File: src/rtl/candy_pkg.sv
// Shared types and defaults for the candy/snack dispense sequencer.
// Default timing constants assume a 12 MHz clk_x1.
package candy_pkg;

  typedef enum logic [1:0] {
    IDLE = 2'd0,
    RUN  = 2'd1,
    GAP  = 2'd2,
    DONE = 2'd3
  } state_t;

  localparam int DEF_UNIT_CYC  = 12_000_000;
  localparam int DEF_GAP_CYC   = 1_200_000;
  localparam int DEF_STEP_HALF = 6000;

  function automatic int ch_w(input int n);
    return (n > 1) ? $clog2(n) : 1;
  endfunction

endpackage

File: src/rtl/dispense_seq_ctrl_if.sv
// Host command pins and actuator outputs of the dispense sequencer.
interface dispense_seq_ctrl_if
  import candy_pkg::*;
#(
  parameter int N_CH  = 3,
  parameter int AMT_W = 2
);
  localparam int CH_W = ch_w(N_CH);

  logic              req_valid;
  logic [CH_W-1:0]   req_ch;
  logic [AMT_W-1:0]  req_amt;
  logic              step;
  logic              dir;
  logic [N_CH-1:0]   dc_en;
  logic              busy;
  logic              done;
  logic              err;

  modport master (
    output req_valid, req_ch, req_amt,
    input  step, dir, dc_en, busy, done, err
  );

  modport slave (
    input  req_valid, req_ch, req_amt,
    output step, dir, dc_en, busy, done, err
  );

endinterface

File: src/rtl/sync_rise_det.sv
// Two-flop synchroniser for an asynchronous level plus a rising-edge detector.
// HIST_RST sets the history flop's reset value.
module sync_rise_det #(
  parameter logic HIST_RST = 1'b1
) (
  input  logic clk_x1,
  input  logic rst,
  input  logic async_in,
  output logic rise
);

  logic sync1, sync2, hist;
  logic [1:0] prime;

  // History holds its reset value until the synchroniser has flushed, so a
  // level already present at reset release is not mistaken for an edge.
  always_ff @(posedge clk_x1 or posedge rst) begin
    if (rst) begin
      sync1 <= 1'b0;
      sync2 <= 1'b0;
      hist  <= HIST_RST;
      prime <= 2'b00;
    end else begin
      sync1 <= async_in;
      sync2 <= sync1;
      prime <= {prime[0], 1'b1};
      if (prime[1]) hist <= sync2;
    end
  end

  assign rise = sync2 & ~hist & prime[1];

endmodule

File: src/rtl/dispense_seq_ctrl.sv
// Dispense sequencer: per-unit stepper or DC-motor actuation with inter-unit
// gaps, one-cycle done on completion and err on an out-of-range channel.
module dispense_seq_ctrl
  import candy_pkg::*;
#(
  parameter int              N_CH       = 3,
  parameter int              AMT_W      = 2,
  parameter logic [N_CH-1:0] CH_STEPPER = N_CH'(1),
  parameter int              UNIT_CYC   = DEF_UNIT_CYC,
  parameter int              GAP_CYC    = DEF_GAP_CYC,
  parameter int              STEP_HALF  = DEF_STEP_HALF,
  parameter logic            DIR_CW     = 1'b1
) (
  input logic                clk_x1,
  input logic                rst,
  dispense_seq_ctrl_if.slave bus
);

  localparam int CH_W    = ch_w(N_CH);
  localparam int MAX_CYC = (UNIT_CYC > GAP_CYC) ? UNIT_CYC : GAP_CYC;
  localparam int CNT_W   = $clog2(MAX_CYC + 1);
  localparam int HALF_W  = $clog2(STEP_HALF + 1);

  localparam logic [CNT_W-1:0]  UNIT_LAST = CNT_W'(UNIT_CYC - 1);
  localparam logic [CNT_W-1:0]  GAP_LAST  = CNT_W'(GAP_CYC - 1);
  localparam logic [HALF_W-1:0] HALF_LAST = HALF_W'(STEP_HALF - 1);
  localparam logic [CH_W:0]     CH_LIMIT  = (CH_W + 1)'(N_CH);
  localparam logic [AMT_W:0]    UNIT_ONE  = (AMT_W + 1)'(1);

  if (UNIT_CYC % (2 * STEP_HALF) != 0) begin : g_bad_step_half
    $error("UNIT_CYC must be a multiple of 2*STEP_HALF");
  end

  state_t             state, state_n;
  logic [CNT_W-1:0]   cnt;
  logic [AMT_W:0]     units;
  logic [CH_W-1:0]    ch_q;
  logic [HALF_W-1:0]  half_cnt;
  logic               step_q, dir_q, err_q;
  logic               rise, req_ok, run_step;

  sync_rise_det #(.HIST_RST(1'b1)) u_sync (
    .clk_x1   (clk_x1),
    .rst      (rst),
    .async_in (bus.req_valid),
    .rise     (rise)
  );

  assign req_ok = {1'b0, bus.req_ch} < CH_LIMIT;

  always_comb begin
    state_n = state;
    case (state)
      IDLE:    if (rise && req_ok) state_n = RUN;
      RUN:     if (cnt == UNIT_LAST) state_n = (units == UNIT_ONE) ? DONE : GAP;
      GAP:     if (cnt == GAP_LAST) state_n = RUN;
      DONE:    state_n = IDLE;
      default: state_n = IDLE;
    endcase
  end

  always_ff @(posedge clk_x1 or posedge rst) begin
    if (rst) begin
      state    <= IDLE;
      cnt      <= '0;
      units    <= '0;
      ch_q     <= '0;
      half_cnt <= '0;
      step_q   <= 1'b0;
      dir_q    <= 1'b0;
      err_q    <= 1'b0;
    end else begin
      state <= state_n;
      err_q <= (state == IDLE) && rise && !req_ok;

      if (state_n != state || state == IDLE) cnt <= '0;
      else                                   cnt <= cnt + CNT_W'(1);

      if (state == IDLE && state_n == RUN) begin
        ch_q  <= bus.req_ch;
        units <= {1'b0, bus.req_amt} + UNIT_ONE;
        if (CH_STEPPER[bus.req_ch]) dir_q <= DIR_CW;
      end else if (state == RUN && cnt == UNIT_LAST) begin
        units <= units - UNIT_ONE;
      end

      // Step phase restarts high at the start of every unit.
      if (state_n == RUN && state != RUN) begin
        step_q   <= 1'b1;
        half_cnt <= HALF_LAST;
      end else if (state == RUN) begin
        if (half_cnt == '0) begin
          step_q   <= ~step_q;
          half_cnt <= HALF_LAST;
        end else begin
          half_cnt <= half_cnt - HALF_W'(1);
        end
      end
    end
  end

  assign run_step  = (state == RUN) && CH_STEPPER[ch_q];
  assign bus.step  = run_step && step_q;
  assign bus.dir   = dir_q;
  assign bus.dc_en = (state == RUN && !CH_STEPPER[ch_q]) ? (N_CH'(1) << ch_q) : '0;
  assign bus.busy  = (state != IDLE);
  assign bus.done  = (state == DONE);
  assign bus.err   = err_q;

endmodule

File: src/flat_wrapper.sv
// flat-port wrapper written by rule: the top's interface ports become plain ports
module dispense_seq_ctrl_flat import candy_pkg::*;
#(
  parameter int              N_CH       = 3,
  parameter int              AMT_W      = 2,
  parameter logic [N_CH-1:0] CH_STEPPER = N_CH'(1),
  parameter int              UNIT_CYC   = DEF_UNIT_CYC,
  parameter int              GAP_CYC    = DEF_GAP_CYC,
  parameter int              STEP_HALF  = DEF_STEP_HALF,
  parameter logic            DIR_CW     = 1'b1
)
  (clk_x1, rst, bus_req_valid, bus_req_ch, bus_req_amt, bus_step, bus_dir, bus_dc_en, bus_busy, bus_done, bus_err);
  dispense_seq_ctrl_if #(.N_CH(N_CH), .AMT_W(AMT_W)) bus_i ();
  input logic clk_x1;
  input logic rst;
  input wire logic [$bits(bus_i.req_valid)-1:0] bus_req_valid;
  input wire logic [$bits(bus_i.req_ch)-1:0] bus_req_ch;
  input wire logic [$bits(bus_i.req_amt)-1:0] bus_req_amt;
  output wire logic [$bits(bus_i.step)-1:0] bus_step;
  output wire logic [$bits(bus_i.dir)-1:0] bus_dir;
  output wire logic [$bits(bus_i.dc_en)-1:0] bus_dc_en;
  output wire logic [$bits(bus_i.busy)-1:0] bus_busy;
  output wire logic [$bits(bus_i.done)-1:0] bus_done;
  output wire logic [$bits(bus_i.err)-1:0] bus_err;
  assign bus_i.req_valid = bus_req_valid;
  assign bus_i.req_ch = bus_req_ch;
  assign bus_i.req_amt = bus_req_amt;
  assign bus_step = bus_i.step;
  assign bus_dir = bus_i.dir;
  assign bus_dc_en = bus_i.dc_en;
  assign bus_busy = bus_i.busy;
  assign bus_done = bus_i.done;
  assign bus_err = bus_i.err;
  dispense_seq_ctrl #(.N_CH(N_CH), .AMT_W(AMT_W), .CH_STEPPER(CH_STEPPER), .UNIT_CYC(UNIT_CYC), .GAP_CYC(GAP_CYC), .STEP_HALF(STEP_HALF), .DIR_CW(DIR_CW)) u_core (.clk_x1(clk_x1), .rst(rst), .bus(bus_i));
endmodule
File: config.mk
export PLATFORM = sky130hd
export DESIGN_NAME = dispense_seq_ctrl_flat
export DESIGN_NICKNAME = d
export VERILOG_FILES = /design/src/rtl/candy_pkg.sv /design/src/rtl/dispense_seq_ctrl_if.sv /design/src/rtl/sync_rise_det.sv /design/src/rtl/dispense_seq_ctrl.sv /design/src/flat_wrapper.sv
export SDC_FILE = /design/constraint.sdc
export NUM_CORES = 1
export LEC_CHECK = 0
export CAP_MARGIN = 10
export CELL_PAD_IN_SITES_DETAIL_PLACEMENT = 0
export CELL_PAD_IN_SITES_GLOBAL_PLACEMENT = 1
export CORE_UTILIZATION = 46
export CTS_CLUSTER_SIZE = 40
export DETAILED_ROUTE_END_ITERATION = 8
export GPL_TIMING_DRIVEN = 0
export HOLD_SLACK_MARGIN = 0.06
export PLACE_DENSITY = 0.87
export SYNTH_ARGS = -nofsm -noshare
export SYNTH_HDL_FRONTEND = slang
export SYNTH_SLANG_ARGS = --single-unit
File: constraint.sdc
create_clock -name clk_x1 -period 4.61 [get_ports clk_x1]
set_clock_uncertainty 0.15 [all_clocks]
set_input_delay 0.461 -clock clk_x1 [delete_from_list [all_inputs] [get_ports clk_x1]]
set_output_delay 0.461 -clock clk_x1 [all_outputs]
set_load 0.02 [all_outputs]
==> results.yml <==
finish:
  drive_above_1_share_pct: 8.06
  nNetsFinal: 321
  fillers: 547
  syn2layout_area_growth_pct: 12.6
  post-route-util_pct: 53.6
  multi_input_area_um2: 1400
  final_cells: 385
  num_antenna_cells: 0
  regArea_um2: 1300
drt:
  viasPerCell: 5.88
  antenna_left: 0
  drt_first_pass_iters: 4
  drtIter0Drc: 115
  drcViolationCount: 0
  wl_per_cell_um: 15.6
  routed_wl_um: 6020
  route.vias.total: 2264
worst_setup_path:
  endpoint_kind: "primary output"
  required_ps: 4000
  cp_max_fo: 10
  cp.arrival_ps: 2300
  crit_path_max_incr_delay_ps: 660
  critPathKind: "reg -> out"
  cpMaxStageDelayCell: "clkdlybuf4s50_1"
  cp_cell_sequence: "nand2b_1 > clkbuf_1 > nor4b_1 > clkdlybuf4s50_1"
  r2r_cells: 5
  start_kind: "flip-flop"
grt:
  grt_pass1_vias: 2092
  antenna_found_initial: 0
  track_usage_pct: 20.6
  grt_pass1_wl_um: 10100
  grt_max_degree: 32
  grt_overflow: 0
hold_path:
  hold_class: "reg -> reg"
  worstHoldPathCells: 0
yosys:
  syn_inst: 288
  ys_types: 57
  syn_avg_cell_area_um2: 9.73
  synth_edf_count: 0
  netlist.area_leader.share_pct: 45.6
  synthArstFlopShare_pct: 100
  ys_seq_area_share_pct: 46.5
  synthFlopType: "dfrtp_1"
  yosys_warnings: 0
  syn-num-nets: 300
  syn_area_um2: 2800
  synthTopCellsByArea: "dfrtp_1 46%, a21oi_1 3.4%, o21ai_0 3.2%"
  yosysTopAreaCell: "dfrtp_1"
  yosysMostFrequentCell: "dfrtp_1"
  yosys_register_bits: 52
  synth_common_cells: "51 x dfrtp_1, 21 x nand2_1, 19 x a21oi_1"
clocking:
  h-tree-depth: 2
  clockBufferDepth: 2
  path_clk_slew_ps: 90
  cts_buffers: 5
  cts_hold_buffers: 0
  post_cts_buffers: 0
  ctsResizeCount: 0
  clockRootBuffer: "clkbuf_8"
  cts_tree: "done"
  clk_latency_ps: 310
  cts.sinks: 52
placement:
  gp_congestion: 0.800
  port_buffers: 13
  dpl.hpwl_um: 4240
  dp_cells: 377
  dp_worst_setup_slack_ps: 1790
timing:
  setup_violations: 0
  slew_headroom_pct: 44.6
  hold_viol: 0
  drv_slew: 0
  holdWs_ps: 208
  rsz0062_at_grt: "no"
  finalCritPeriodShare_pct: 63.0
  tightest_slew_ps: 825
  fmax_ghz: 0.344
  setup_ws_ps: 1700
  period_minus_slack_ps: 2910
  fin_setup_tns_ps: 0
power_and_ir_drop:
  p_leak_nw: 1.33
  vdd_drop_max_uv: 127
  p_sw_w: 0.000165
  powerDensity_nw_per_um2: 252
  internal_power_w: 0.000628
  sw_frac_of_total_pct: 20.9
  seq_power_share_pct: 58.0
  p_comb_share_pct: 2.7
  clock_power_share_pct: 39.3
die:
  die_area_um2: 6410
  die_x_um: 80.0
  rows: 28
  core_um2: 5890
  die_h_um: 80.0
  start_util_pct: 47.6
  pin_count: 15
job:
  drv_cap: 0
outcome:
  status: "finished, final reports clean"
## layout by cell type, fill, tap and decap left out, types with 8 or more instances in the layout
master           netlist  final
a21oi_1               19     19
a22oi_1               10     10
and3_1                 8      8
clkbuf_1               8      9
clkdlybuf4s50_1        0     13
dfrtp_1               51     51
nand2_1               21     21
nand3_1               16     16
nand4_1               11     11
nor2_1                 8      8
o21ai_0               18     18
o31ai_1               11     11
xor2_1                10     10
## routing by layer
layer  track usage [%]  wire length (µm)  vias to the layer above
met3              4.46               197                        4
met5                 0                 0                        -
li1                  -                 -                     1120
met2              33.1              2800                       34
met1              28.0              2980                     1106
met4              5.36                41                        0
## cell type report
| class | count | share of cell area (%) |
|---|---|---|
| sequential | 52 | 41.3 |
| tap | 75 | 2.98 |
| clock inverter | 2 | 1.11 |
| multi-input combinational | 214 | 44.5 |
| timing repair buffer | 14 | 4.76 |
| inverter | 8 | 0.952 |
| clock buffer | 6 | 2.30 |
| buffer | 14 | 2.10 |
## critical path: cells and delay by family (launching register included)
kind                   cells  cell delay, ps
buffers and inverters      2             920
and+or+nand+nor            2             620
DFF                        1             450
## registers in the layout (all words and copies together) (netlist names)
register	count
u_core.cnt	24
u_core.bus.dir	1
u_core.u_sync.sync2	1
u_core.state	2
u_core.u_sync.prime	2
u_core.u_sync.hist	1
u_core.half_cnt	13
u_core.step_q	1
u_core.units	3
u_core.ch_q	2
u_core.bus.err	1
u_core.u_sync.sync1	1
## through the flow
step	total power, W	instance area [µm²]
after floorplan	0.000479	2800
after global placement	0.000489	3030
after detailed placement	0.000492	3050
after CTS	0.000801	3150
after global routing	0.000827	3150
final	0.000794	3150
## worst paths after layout
path / startpoint / to / slack, ps
max in group asynchronous: rst / u_core.u_sync.hist$_DFFE_PP1P_ / 3360
setup reg to reg: u_core.cnt[15]$_DFF_PP0_ / u_core.cnt[22]$_DFF_PP0_ / 2050
hold reg to reg: u_core.u_sync.prime[0]$_DFF_PP0_ / u_core.u_sync.prime[1]$_DFF_PP0_ / 210
hold / removal: u_core.u_sync.prime[0]$_DFF_PP0_ / u_core.u_sync.prime[1]$_DFF_PP0_ / 210
setup / recovery: u_core.state[1]$_DFF_PP0_ / bus_step / 1700
min in group asynchronous: rst / u_core.cnt[18]$_DFF_PP0_ / 350
## power groups by stage
stage,registers (W),clock network [W],logic (W)
2_1_floorplan,0.000469,0,0.0000107
3_3_place_gp,0.000469,0,0.0000198
3_5_place_dp,0.000469,0,0.0000226
4_1_cts,0.000460,0.000318,0.0000227
5_1_grt,0.000461,0.000341,0.0000249
6_report,0.000460,0.000312,0.0000217
## logic make-up after synthesis
kind of cell,count (synthesis),share of synthesized area [%]
other,2,0.268
buffers and inverters,22,3.44
multiplexers,1,0.357
AO/OA/AOI/OAI,76,17.8
AND/OR/NAND/NOR,117,25.3
XOR/XNOR,13,4.06
flip-flops,52,46.5
adder cells (fa/ha/maj),5,2.23
Note: power is estimated with default switching activity, not from simulation.
